$ cat src/rtl/cpu_pkg.sv
// Shared definitions for the data-memory access path: FSM state
// encoding and access-direction constants.
package cpu_pkg;

  typedef enum logic [1:0] {
    S_IDLE = 2'd0,
    S_REQ  = 2'd1,
    S_DONE = 2'd2
  } state_t;

  localparam logic ACC_READ  = 1'b0;
  localparam logic ACC_WRITE = 1'b1;

endpackage

$ cat src/rtl/timeout_counter.sv
// Saturating cycle counter with synchronous clear; reached flags the
// enabled cycle that brings the count up to LIMIT.
module timeout_counter #(
  parameter int LIMIT = 255
) (
  input  logic clk,
  input  logic rst_n,
  input  logic clear,
  input  logic enable,
  output logic reached
);

  localparam int CNT_W = (LIMIT < 1) ? 1 : $clog2(LIMIT + 1);
  localparam logic [CNT_W-1:0] CNT_MAX  = CNT_W'(LIMIT);
  localparam logic [CNT_W-1:0] CNT_LAST = CNT_W'(LIMIT - 1);

  logic [CNT_W-1:0] count_reg;

  always_ff @(posedge clk or negedge rst_n) begin
    if (!rst_n) begin
      count_reg <= '0;
    end else if (clear) begin
      count_reg <= '0;
    end else if (enable && (count_reg != CNT_MAX)) begin
      count_reg <= count_reg + 1'b1;
    end
  end

  assign reached = enable && (count_reg == CNT_LAST);

endmodule

$ cat src/rtl/mem_access_ctrl.sv
// Sequences EX/MEM loads and stores onto a req/ack memory port, holding
// the pipeline while an access is outstanding and flagging timeouts.
module mem_access_ctrl
  import cpu_pkg::*;
#(
  parameter int ADDR_W  = 32,
  parameter int DATA_W  = 32,
  parameter int TIMEOUT = 255
) (
  input  logic              clk_i,
  input  logic              rst_i,
  input  logic              MemRead_i,
  input  logic              MemWrite_i,
  input  logic [ADDR_W-1:0] addr_i,
  input  logic [DATA_W-1:0] wdata_i,
  input  logic              mem_ack_i,
  input  logic [DATA_W-1:0] mem_rdata_i,
  output logic              mem_req_o,
  output logic              mem_we_o,
  output logic [ADDR_W-1:0] mem_addr_o,
  output logic [DATA_W-1:0] mem_wdata_o,
  output logic              stall_o,
  output logic [DATA_W-1:0] rdata_o,
  output logic              rdata_valid_o,
  output logic              error_o
);

  state_t            state_reg, state_next;
  logic              req_reg, req_next;
  logic              we_reg, we_next;
  logic [ADDR_W-1:0] addr_reg, addr_next;
  logic [DATA_W-1:0] wdata_reg, wdata_next;
  logic [DATA_W-1:0] rdata_reg, rdata_next;
  logic              valid_reg, valid_next;
  logic              error_reg, error_next;
  logic              stall;
  logic              timed_out;

  // Counter only runs while waiting in REQ; it is cleared everywhere else
  // so each access starts from zero.
  timeout_counter #(
    .LIMIT(TIMEOUT)
  ) u_timeout (
    .clk    (clk_i),
    .rst_n  (rst_i),
    .clear  (state_reg != S_REQ),
    .enable ((state_reg == S_REQ) && !mem_ack_i),
    .reached(timed_out)
  );

  always_ff @(posedge clk_i or negedge rst_i) begin
    if (!rst_i) begin
      state_reg <= S_IDLE;
      req_reg   <= 1'b0;
      we_reg    <= 1'b0;
      addr_reg  <= '0;
      wdata_reg <= '0;
      rdata_reg <= '0;
      valid_reg <= 1'b0;
      error_reg <= 1'b0;
    end else begin
      state_reg <= state_next;
      req_reg   <= req_next;
      we_reg    <= we_next;
      addr_reg  <= addr_next;
      wdata_reg <= wdata_next;
      rdata_reg <= rdata_next;
      valid_reg <= valid_next;
      error_reg <= error_next;
    end
  end

  always_comb begin
    state_next = state_reg;
    req_next   = req_reg;
    we_next    = we_reg;
    addr_next  = addr_reg;
    wdata_next = wdata_reg;
    rdata_next = rdata_reg;
    valid_next = valid_reg;
    error_next = error_reg;
    stall      = 1'b0;

    unique case (state_reg)
      S_IDLE: begin
        stall = MemRead_i | MemWrite_i;
        if (MemRead_i || MemWrite_i) begin
          // A simultaneous read and write is issued as the write.
          we_next    = MemWrite_i ? ACC_WRITE : ACC_READ;
          addr_next  = addr_i;
          wdata_next = wdata_i;
          req_next   = 1'b1;
          state_next = S_REQ;
        end
      end
      S_REQ: begin
        stall = 1'b1;
        if (mem_ack_i) begin
          req_next = 1'b0;
          if (we_reg == ACC_READ) begin
            rdata_next = mem_rdata_i;
            valid_next = 1'b1;
          end
          state_next = S_DONE;
        end else if (timed_out) begin
          req_next   = 1'b0;
          error_next = 1'b1;
          if (we_reg == ACC_READ) begin
            rdata_next = '0;
            valid_next = 1'b1;
          end
          state_next = S_DONE;
        end
      end
      S_DONE: begin
        // EX/MEM still shows the finished instruction here, so no new
        // access is accepted until the following cycle.
        valid_next = 1'b0;
        state_next = S_IDLE;
      end
      default: begin
        req_next   = 1'b0;
        valid_next = 1'b0;
        state_next = S_IDLE;
      end
    endcase
  end

  assign mem_req_o     = req_reg;
  assign mem_we_o      = we_reg;
  assign mem_addr_o    = addr_reg;
  assign mem_wdata_o   = wdata_reg;
  assign stall_o       = stall;
  assign rdata_o       = rdata_reg;
  assign rdata_valid_o = valid_reg;
  assign error_o       = error_reg;

endmodule

$ cat config.mk
export PLATFORM = sky130hd
export DESIGN_NAME = mem_access_ctrl
export DESIGN_NICKNAME = d
export VERILOG_FILES = /design/src/rtl/cpu_pkg.sv /design/src/rtl/timeout_counter.sv /design/src/rtl/mem_access_ctrl.sv
export SDC_FILE = /design/constraint.sdc
export NUM_CORES = 1
export LEC_CHECK = 0
export ABC_AREA = 0
export CORE_MARGIN = 2
export CORE_UTILIZATION = 35
export DETAILED_ROUTE_END_ITERATION = 10
export GPL_TIMING_DRIVEN = 0
export PLACE_DENSITY = 0.69
export SLEW_MARGIN = 15
export SYNTH_ARGS = -nofsm -noshare
export SYNTH_HDL_FRONTEND = slang
export SYNTH_SLANG_ARGS = --single-unit
$ cat constraint.sdc
create_clock -name clk_i -period 1.9 [get_ports clk_i]
set_clock_uncertainty 0.05 [all_clocks]
set_input_delay 0.57 -clock clk_i [delete_from_list [all_inputs] [get_ports clk_i]]
set_output_delay 0.57 -clock clk_i [all_outputs]
set_load 0.02 [all_outputs]
---- After elaboration in Yosys (flattened, before gate mapping) ----
Index checks and enable logic that the tools add are counted.
cells by class
  add/sub/neg operators ................... 1
  equal/unequal tests ..................... 7
  multiplexer cells ....................... 20
  bitwise logic cells ..................... 5
  reductions and logical operators ........ 14
operators by type and width
  cell                 count
  $mux 32              4
  $mux 8               2
  $reduce_and 3->1     3
  $add 8x1->8 const B  1
  $eq 8x8->1 const B   1
  $ne 8x8->1 const B   1
  $mux 1               7
  $mux 2               3
  $reduce_and 2->1     3
  $not 1->1            4
  $pmux 1 s2           2
  $pmux 2 s2           1
  $reduce_bool 2->1    2
  $logic_and 1x1->1    3
  $ne 3x3->1 const B   1
  $pmux 1 s3           1
  $eq 2x1->1 const B   1
  $eq 2x2->1 const B   1
  $logic_not 2->1      1
  $ne 2x1->1 const B   1
  $ne 2x2->1 const B   1
  $logic_not 1->1      1
  $logic_or 1x1->1     1
  $or 1x1->1           1
word-level totals
  bits in registers ....................... 110
  input port bits ......................... 101
  output and inout port bits .............. 101
  word-level logic and storage cells ...... 56

---- Depth between registers and ports, before layout ----
  depth after elaboration ................. 6
  gate-level depth with buffers ........... 7
  gate-level depth less buffers ........... 6

---- Cells and area by module ----
Synthesis repeated with hierarchy kept, for this count alone.
second synthesis, totals
  cell total of the unflattened synthesis .. 344
  area total of the unflattened synthesis .. 4589.4 sq um
by module, submodules not included
  module           instances  cells each  area each (sq um)  seq. area each (sq um)
  mem_access_ctrl  1          293         4088.9             2552.4
  timeout_counter  1          51          500.5              200.2

---- Worst setup path after synthesis ----
OpenSTA, ideal clock, no wires.
  kind .................................... in2reg
  start point ............................. input port MemWrite_i
  end point ............................... register addr_reg[10] (netlist: mem_addr_o[10])
  setup time .............................. 0.125 ns
  arrival ................................. 1.381 ns
  data required time ...................... 1.725 ns
  setup slack ............................. 0.344 ns
  stages .................................. 5
  buffers on the path ..................... 2
  path through ............................ nor2_1 -> nor3_2 -> buf_6 -> buf_6 -> mux2_4
on the way
  longest elaborated chain between the ends .. 2
ends and longest elaborated chain
  element                            line                   RTL
  start: declaration                 mem_access_ctrl.sv:13  input logic MemWrite_i,
  $logic_or 1x1->1                   mem_access_ctrl.sv:87  if (MemRead_i || MemWrite_i) begin
  $reduce_and 2->1 (no source line)  n/a
  end signal: assignment             mem_access_ctrl.sv:65  addr_reg <= addr_next;
  end: declaration                   mem_access_ctrl.sv:31  logic [ADDR_W-1:0] addr_reg, addr_next;
No other way between the ends.
A chain may end at the register's enable or synchronous reset.

---- Worst setup path after layout ----
  start point ............................. input port MemWrite_i
  end point ............................... register wdata_reg[1] (netlist: mem_wdata_o[1])
on the way
  longest elaborated chain between the ends .. 2
ends and longest elaborated chain
  element                            line                   RTL
  $logic_or 1x1->1                   mem_access_ctrl.sv:87
  $reduce_and 2->1 (no source line)  n/a
  end signal: assignment             mem_access_ctrl.sv:66  wdata_reg <= wdata_next;
  end: declaration                   mem_access_ctrl.sv:32  logic [DATA_W-1:0] wdata_reg, wdata_next;
No other way between the ends.

==> run metrics <==
final cell area excluding filler cells 6990 µm²; Tot GR Track Use 0.162; Detailed Route Iter0 Violations 137; largest fanout on the critical path 6; warnings from Yosys 0; Final min period 1.84 ns; sw frac 0.367; CTS tree yes; cell taking the most area after synthesis dfrtp_1; sum of negative setup slack 0 ns; Max Cap Viol 0; R2R cell count 5; Net Count, Synth 388; post-route ant nets 0; root buffer cell clkbuf_16; met2 Use GR 0.273; Clk pwr share 0.160; clock latency on the worst-skew pair 0.35 ns; Die ar. 13700 µm²; largest family of logic cells by synthesized area multiplexers; Mapped Cells 285; top_reg_cell synth dfrtp_1; drt drc 0; Area Growth Syn to Fin 55.8%; # H-tree levels 3; ANT cells 0; Hold Path Class in2async; Post-Route Utilization 0.556; most common cell in the netlist dfrtp_1; largest cells by area after synthesis dfrtp_1 (61%), mux2_4 (13%), a22o_1 (6.4%); crit path launch type input pin; Multi-input gate area 1570 µm²; final setup vio count 0; Setup CP Type in2reg; DIE WIDTH 117 µm; library cells used by synthesis 39; post-synth top area share 0.613; CP endpoint kind register; power per cell area 1650 nW/µm²; WP data required 2.08 ns; Comb power frac 0.491; Die H 117 µm; # rows 41; dpl cell area 6730 µm²; Synth Cell Area 4490 µm²; first-pass GRT wire length 17000 µm; number of global-route vias before repair 3274; WP data arrival 2.02 ns; busiest grt layer met2; VDD IR max 0.796 mV; post-route insts no fill 681; total power 11.5 mW; Post-Route WL 11200 µm; Sw Pwr 4.23 mW; Final nets 607; Synth Area in XOR/XNOR 0.00195; RR Endpoint mem_wdata_o[1]$_DFFE_PN0P_; RSZ-0062 raised after global routing false; Initial Util 0.357; ys async rst share 1.00; Final HPWL DP 8050 µm; outcome finished clean; Flop pwr share 0.349; register area 2750 µm²; share of cells above drive strength 1 0.220; DP Cell Count 658; Max Root-Sink Buffers 2; drt via density 4.64; worst flop-to-flop path startpoint state_reg[1]$_DFFE_PN0P_; mux share of post-synthesis cell area 0.194; Placer Congestion 0.775; IO Pins 202; Slew Limit Fails 0; R2R setup slack 0.09 ns; met3 GRT Util 0.0520; Fill cells 1079; Max-slew headroom 0.714; I/O Buffers 200; largest net degree at the start of global routing 86; Core Area 12600 µm²; M1 GR Usage 0.203; #FFs+latches synth 110; clk sinks 110; register area share after synthesis 0.613; Vias 3160; area share of and/or/nand/nor cells after synthesis 0.0535; P_int 7.29 mW; Static Leak 3.29 nW; Routed wire per std cell 16.4 µm; Compound-Gate Fraction of Synth Area 0.0937; synthesized area per cell 15.7 µm²; top post-synthesis cells by count dfrtp_1 (110), mux2_4 (40), a22o_1 (33), mux2_2 (15), nor2_1 (15); Pre-antenna DRT Iters 4; clock slew seen by the registers of the worst setup and hold paths 0.07 ns; Tightest Pin Transition 0.429 ns; adder-cell share of the synthesized area 0.00558; TritonCTS Buffers 9; initial antenna violation count 0; gr ovfl total 0; Fin. Hold Viols 0; Post-synth EDFFs 0; hold_buf cts 0; Tcrit/Tclk final 0.970; Max Clk Rate 543 MHz
[worst max-delay path: stages]
cell           delay [ns]
dlygate4sd2_1        0.25
nor2_1               0.09
nor3_2               0.25
buf_6                0.14
buf_6                0.14
bufbuf_16            0.28
mux2_4               0.30
[how the worst max path moves through the flow]
stage / slack [ns] / startpoint / depth (start not counted) / end
final: 0.06 / MemWrite_i / 7 / mem_wdata_o[1]$_DFFE_PN0P_
after global routing: 0.03 / MemWrite_i / 7 / mem_wdata_o[24]$_DFFE_PN0P_
after CTS: 0.01 / state_reg[0]$_DFFE_PN0P_ / 3 / stall_o
after detailed placement: -0.56 / MemWrite_i / 4 / stall_o
after global placement: -3.91 / rst_i / 1 / mem_wdata_o[14]$_DFFE_PN0P_
after floorplan: 0.34 / MemWrite_i / 5 / mem_addr_o[10]$_DFFE_PN0P_
[logic make-up (layout without fill, tap and decap cells)]
logic type / after synthesis / count (layout)
buffers and inverters: 21 / 245
adder cells (fa/ha/maj): 2 / 2
AO/OA/AOI/OAI: 49 / 49
flip-flops: 110 / 110
multiplexers: 64 / 64
AND/OR/NAND/NOR: 38 / 38
XOR/XNOR: 1 / 1
[power groups by stage]
| stage | clock, mW | sequential, mW | combinational, mW |
|---|---|---|---|
| 6_report | 1.84 | 4.02 | 5.65 |
| 5_1_grt | 2.01 | 4.16 | 6.00 |
| 4_1_cts | 1.92 | 4.04 | 5.67 |
| 3_5_place_dp | 0 | 4.10 | 6.23 |
| 3_3_place_gp | 0 | 4.07 | 6.16 |
| 2_1_floorplan | 0 | 5.34 | 2.11 |
[area by class of cell]
cell class | count | area share
buffer | 17 | 0.0233
tap | 172 | 0.0308
inverter | 4 | 0.00215
timing repair buffer | 208 | 0.284
sequential | 110 | 0.394
clock inverter | 7 | 0.00931
clock buffer | 9 | 0.0322
multi-input combinational | 154 | 0.225
[per-layer routing]
layer	share of wire	vias to the layer above
met3	0.060	12
met5	0	-
met2	0.51	107
met1	0.42	1566
met4	0.013	0
li1	-	1475
[stage by stage]
stage	hold WS, ns	setup slack, ns
2_1_floorplan	0.224	0.344
3_3_place_gp	0.405	-3.91
3_5_place_dp	0.397	-0.556
4_1_cts	0.0112	0.0117
5_1_grt	0.0173	0.0262
6_report	0.0183	0.0578
[cells in the final DEF, fill, tap and decap left out, types with 2 or more instances in the layout]
master           Yosys  final
dfrtp_1            110    109
dlygate4sd2_1        0    102
clkdlybuf4s50_1      0     96
mux2_4              40     40
a22o_1              33     33
nor2_1              15     15
mux2_2              15     15
buf_6               11     12
mux2_1               9      9
clkbuf_16            0      9
buf_2                5      6
inv_1                4      4
nand2_1              4      4
clkinv_2             0      4
buf_4                0      4
a211oi_1             3      3
nor3_2               1      2
nand4_2              2      2
o21ai_0              2      2
and4b_1              2      2
a41oi_1              2      2
a21oi_1              2      2
nor3_1               3      2
ha_1                 2      2
clkinvlp_4           0      2
[repair_timing]
item	in CTS	in global routing
cloned	1	0
pin swaps	1	0
buffers inserted	3	3
endpoints found under the setup margin	102	1
hold endpoints to repair	0	0
gates resized for setup	110	1
Power figures use the tool's default switching activity.
